--- src/rtl/buffer_window_reader.sv ---
// Drains a first-word-fall-through buffer into a sliding window of WIN_LEN elements,
// presenting num_windows windows that advance by STRIDE elements each.
module buffer_window_reader #(
    parameter int WIDTH    = 8,
    parameter int PAR_READ = 1,
    parameter int WIN_LEN  = 3,
    parameter int STRIDE   = 1,
    parameter int CNT_W    = 8
) (
    input  logic                       clk,
    input  logic                       rst,
    input  logic                       start,
    input  logic [CNT_W-1:0]           num_windows,
    input  logic                       buf_valid,
    input  logic [0:WIDTH*PAR_READ-1]  buf_dout,
    output logic                       buf_read_en,
    output logic [0:WIDTH*WIN_LEN-1]   win_data,
    output logic                       win_valid,
    input  logic                       win_ready,
    output logic                       busy,
    output logic                       done
);

    localparam int NEED_W = $clog2(WIN_LEN + 1);

    typedef enum logic [1:0] {
        IDLE    = 2'd0,
        FILL    = 2'd1,
        PRESENT = 2'd2,
        DONE    = 2'd3
    } state_t;

    state_t                     state_r, state_s;
    logic [NEED_W-1:0]          need_r, need_s;
    logic [NEED_W-1:0]          fill_pos_s;
    logic [CNT_W-1:0]           left_r, left_s;
    logic [0:WIDTH*WIN_LEN-1]   win_r, win_s;
    logic                       pop_s;

    // A pop is gated by reset directly so nothing leaves the buffer while rst is held.
    assign pop_s      = !rst && (state_r == FILL) && buf_valid && (need_r != {NEED_W{1'b0}});
    assign fill_pos_s = NEED_W'(WIN_LEN) - need_r;

    // State, counters and window register.
    always_ff @(posedge clk) begin
        if (rst) begin
            state_r <= IDLE;
            need_r  <= {NEED_W{1'b0}};
            left_r  <= {CNT_W{1'b0}};
            win_r   <= {(WIDTH*WIN_LEN){1'b0}};
        end else begin
            state_r <= state_s;
            need_r  <= need_s;
            left_r  <= left_s;
            win_r   <= win_s;
        end
    end

    // Next-state, counter and window update logic.
    always_comb begin
        state_s = state_r;
        need_s  = need_r;
        left_s  = left_r;
        win_s   = win_r;
        case (state_r)
            IDLE: begin
                if (start) begin
                    left_s  = num_windows;
                    need_s  = NEED_W'(WIN_LEN);
                    state_s = (num_windows == {CNT_W{1'b0}}) ? DONE : FILL;
                end else begin
                    state_s = IDLE;
                end
            end
            FILL: begin
                if (pop_s) begin
                    // New elements land right after the ones already held.
                    for (int j = 0; j < PAR_READ; j++) begin
                        win_s[(int'(fill_pos_s) + j)*WIDTH +: WIDTH] = buf_dout[j*WIDTH +: WIDTH];
                    end
                    need_s  = need_r - NEED_W'(PAR_READ);
                    state_s = (need_r == NEED_W'(PAR_READ)) ? PRESENT : FILL;
                end else if (need_r == {NEED_W{1'b0}}) begin
                    state_s = PRESENT;
                end else begin
                    state_s = FILL;
                end
            end
            PRESENT: begin
                if (win_ready) begin
                    if (left_r > CNT_W'(1)) begin
                        left_s = left_r - CNT_W'(1);
                        for (int i = 0; i < WIN_LEN; i++) begin
                            if (i + STRIDE < WIN_LEN) begin
                                win_s[i*WIDTH +: WIDTH] = win_r[((i + STRIDE) % WIN_LEN)*WIDTH +: WIDTH];
                            end else begin
                                win_s[i*WIDTH +: WIDTH] = {WIDTH{1'b0}};
                            end
                        end
                        need_s  = NEED_W'(STRIDE);
                        state_s = FILL;
                    end else begin
                        state_s = DONE;
                    end
                end else begin
                    state_s = PRESENT;
                end
            end
            DONE: begin
                state_s = IDLE;
                need_s  = {NEED_W{1'b0}};
                left_s  = {CNT_W{1'b0}};
                win_s   = {(WIDTH*WIN_LEN){1'b0}};
            end
            default: begin
                state_s = IDLE;
            end
        endcase
    end

    assign buf_read_en = pop_s;
    assign win_data    = win_r;
    assign win_valid   = (state_r == PRESENT);
    assign busy        = (state_r == FILL) || (state_r == PRESENT);
    assign done        = (state_r == DONE);

endmodule

--- config.mk ---
export PLATFORM = sky130hd
export DESIGN_NAME = buffer_window_reader
export DESIGN_NICKNAME = d
export VERILOG_FILES = /design/src/rtl/buffer_window_reader.sv
export SDC_FILE = /design/constraint.sdc
export NUM_CORES = 1
export LEC_CHECK = 0
export BUFFER_PORTS_ARGS = -buffer_cell sky130_fd_sc_hd__buf_2
export CAP_MARGIN = 20
export CORE_UTILIZATION = 45
export DETAILED_ROUTE_END_ITERATION = 8
export PLACE_DENSITY = 0.66
export SLEW_MARGIN = 20
export SYNTH_ARGS = -nofsm -noshare
export SYNTH_HDL_FRONTEND = slang
export SYNTH_SLANG_ARGS = --single-unit
--- constraint.sdc ---
create_clock -name clk -period 2.9 [get_ports clk]
set_input_delay 0.58 -clock clk [delete_from_list [all_inputs] [get_ports clk]]
set_output_delay 0.58 -clock clk [all_outputs]
set_load 0.02 [all_outputs]
Yosys cells after proc, flatten, opt, wreduce, memory -nomap -nowiden --
Cells that the tools add are included. W data, S select, Z words.
Word-level totals: flip-flop bits (word level) 36, bits in latches 0, memory bits (writable) 0, bits in read-only memories 0, input port bits 21, word-level logic and storage cells 56, memories kept 0
Operators by class: $add $sub $neg 4, multipliers 0, divide/modulo/power cells 0, order comparisons 1, equality and inequality tests 8, shift-type cells 2, mux-type cells 22, bitwise operators 1, reduce and logical (&&, ||, !) cells 14
Operators with widths (number):
- $mux W24 | 3
- $pmux W24 S3 | 1
- $neg A32 Y33 | 1
- $shift A25 B33 Y24 const A | 1
- $shiftx A25 B33 Y24 | 1
- $not A5 Y32 | 1
- $bwmux W24 | 1
- $mux W8 | 3
- $pmux W8 S3 | 1
- $mux W2 | 11
- $pmux W2 S4 | 2
- $reduce_and A4 Y1 | 3
- $gt A8 B1 Y1 const B | 1
- $logic_not A8 Y1 | 1
- $sub A8 B1 Y8 const B | 1
- $reduce_bool A3 Y1 | 2
- $eq A2 B1 Y1 const B | 2
- $eq A2 B2 Y1 const B | 2
- $logic_not A2 Y1 | 2
- $ne A2 B1 Y1 const B | 2
- $ne A2 B2 Y1 const B | 2
- $logic_and A1 B1 Y1 | 3
- $reduce_bool A2 Y1 | 1
- $sub A2 B1 Y2 const B | 1
- 3 further kinds | 3

Depth between registers and ports, before layout --
word-level depth 7, mapped depth 7

Worst setup path after synthesis --
OpenSTA, ideal clock, no wires.
path type register to register, start point reg need_r[0], end point reg (tool-made name), arrival 2.253 ns, setup slack 0.526 ns, stages on the path, launching flop included 8, buffers on the path 1, period minus slack after synthesis 2.374 ns, cell sequence dfxtp_1 -> inv_1 -> ha_1 -> or3b_1 -> a21o_1 -> or4_1 -> buf_6 -> mux2_4
RTL lines:
- start, declared | line 34 | logic [NEED_W-1:0] need_r, need_s;
- start signal, assigned | line 48 | need_r <= {NEED_W{1'b0}};
- start signal, assigned | line 53 | need_r <= need_s;

==> run metrics <==
Die Height 72.2 um; Main synth FF type dfxtp_1; CTS Root Cell clkbuf_8; CTS resizes 0; number of global-route vias before repair 1,778; CP required 3.07 ns; via density per instance 5.72; Area contributors post-synth dfxtp_1 (33%), mux2_4 (11%), a32oi_1 (6.7%), ha_1 (6.2%), nor2b_1 (6.2%); top cell type's share of synthesized area 0.325; main combinational cell family by area after synthesis simple AND/OR/NAND/NOR gates; sequential share of the synthesized area 0.325; Die X-Extent 72.2 um; compound-gate portion of the synthesized area 0.220; I/O pin cnt 49; Synth Register Bits 36; cell taking the most area after synthesis dfxtp_1; met3 Usage GRT 0.0458; Die ar. 5210 sq um; Cell Area, Synth 2210 sq um; initial antenna violation count 0; Avg Cell Area, Syn 9.08 sq um; input/output buffers 48; DRT Pass-1 Iters 4; Worst-Skew Late Latency 0.28 ns; setup TNS 0 ns; layout cells sized above 1 0.272; status finished, final reports clean; crit start category register; Slew Limit Fails 0; Setup WS pre-CTS 0.210 ns; largest net degree at the start of global routing 48; Setup CP Type reg -> reg; syn_nets 276; post-synthesis mux area share 0.108; CTS max path bufs 2; Slew @ Worst Pin 0.642 ns; DR DRC count 0; simple-gate share of the synthesized area 0.225; # rows 25; final worst path period need 2.70 ns; Final Wtd Congestion 0.837; CTS tree yes; Setup WS post-layout 0.195 ns; final hold vios 0; P per Cell Area 701 nW/um^2; MaxCap Viol Count 0; Routed Antenna Nets 0; Fin Hold WS 0.466 ns; Mapped Cells 244; WL final 5.55 mm; Hold Buf Count CTS 0; Pleak 1.16 nW; CTS sink cnt 36; min-delay worst type reg -> reg; post-DP HPWL 3.89 mm; Top Usage Layer GRT met2; Post-CTS Setup Repair Bufs 0; adder-cell share of the synthesized area 0.0621; drt wl/cell 15.5 um; first-pass GRT wire length 8.77 mm; Initial Util 0.469; worst clock skew 0.00342 ns; H-tree depth 2; Crit Path Max Fanout 8; Crit. End Element register; Async S/R FF share, synth 0; Worst EP arrival 2.88 ns; total grt overflow 0; count of cell types in the netlist 43; GR Util met1 0.315; Starting DRT DRC Count 154; P&R area growth vs syn 18.3%; gr usage total 0.217; endpoints failing setup 0; Worst VDD drop 0.373 mV; Final nets 321; number of flops mapped to enable cells by yosys 0; Clock Pin Slew Worst Setup and Hold Paths 0.07 ns; GRT met2 Usage 0.329; Vias 2,042; Fmax 0.370 GHz; XOR/XNOR Fraction of Synth Area 0.00791; Final Cycle Share 0.933; antenna fix cells 0; CTS Buf Count 5; number of synthesis warnings 0; worst rel slew slack 0.571; RSZ-0062 raised after global routing no; Core ar. 4720 sq um
==> where the power goes <==
part	leakage (nW)	internal [mW]	total [mW]	switching, mW
clock	0.0552	0.255	0.439	0.184
sequential	0.293	0.553	0.619	0.0660
combinational	0.810	0.298	0.778	0.480
total	1.16	1.11	1.84	0.730
==> layer usage <==
metal	vias up	wire (um)
li1	1000	-
met1	982	2700
met2	58	2560
met3	2	258
met4	0	27
met5	-	0
==> worst max-delay path, cell delays in order (launching register included) <==
cell	delay [ns]
dfxtp_1	0.44
inv_1	0.11
ha_1	0.24
or3b_1	0.40
a21o_1	0.24
or4_1	0.78
mux2_4	0.38
==> synthesized netlist by cell type, types with 3 or more instances <==
library cell / count
mux2_4: 16
nor3b_1: 3
nor4_1: 3
nand2_1: 13
o2bb2ai_1: 8
a32oi_1: 17
a31oi_1: 3
or4_1: 3
inv_1: 9
a211oi_1: 5
nor2_1: 25
a221oi_1: 3
or3_1: 4
nor3_1: 9
dfxtp_1: 36
ha_1: 11
nor2b_1: 22
a21oi_1: 6
clkbuf_1: 13
==> final timing paths <==
| check | from | end | slack, ns | cells past startpoint |
|---|---|---|---|---|
| worst min register to register | win_data[21]$_SDFFE_PP0P_ | win_data[21]$_SDFFE_PP0P_ | 0.47 | 2 |
| worst min-delay path | win_data[21]$_SDFFE_PP0P_ | win_data[21]$_SDFFE_PP0P_ | 0.47 | 2 |
| worst max register to register | need_r[0]$_SDFFE_PP0P_ | register | 0.20 | 6 |
| worst max-delay path | need_r[0]$_SDFFE_PP0P_ | register | 0.20 | 6 |
==> kinds of logic after synthesis <==
group | after synthesis
adder cells (fa/ha/maj) | 11
flip-flops | 36
buffers and inverters | 26
AND/OR/NAND/NOR | 92
multiplexers | 16
XOR/XNOR | 2
AO/OA/AOI/OAI | 61
==> cells in the final DEF, fill, tap and decap left out, types with 7 or more instances in the layout <==
master | synthesis | routed
nand2_1 | 13 | 13
inv_1 | 9 | 9
buf_4 | 0 | 7
ha_1 | 11 | 11
mux2_4 | 16 | 16
buf_2 | 0 | 48
nor3_1 | 9 | 9
nor2_1 | 25 | 25
o2bb2ai_1 | 8 | 8
nor2b_1 | 22 | 22
dfxtp_1 | 36 | 36
a32oi_1 | 17 | 17
==> per-stage QoR <==
step                area (sq um)  instances  power, mW   util
floorplan                   2210        244       1.21      -
detailed placement          2510        349       1.40  0.532
finish                      2620        357       1.84  0.555
CTS                         2620        357       1.84  0.555
global placement            2510        349       1.40  0.532
global route                2620        357       1.95  0.555
==> cell type report <==
type                    instances  area (sq um)
fillers                       442          2100
multi-input cells             182          1380
flip-flops and latches         36           721
repair buffers                 55           293
well taps                      67          83.8
clock buffers                   6          72.6
clock inverters                 2          35.0
inverters                       9          33.8
Power figures use the tool's default switching activity.
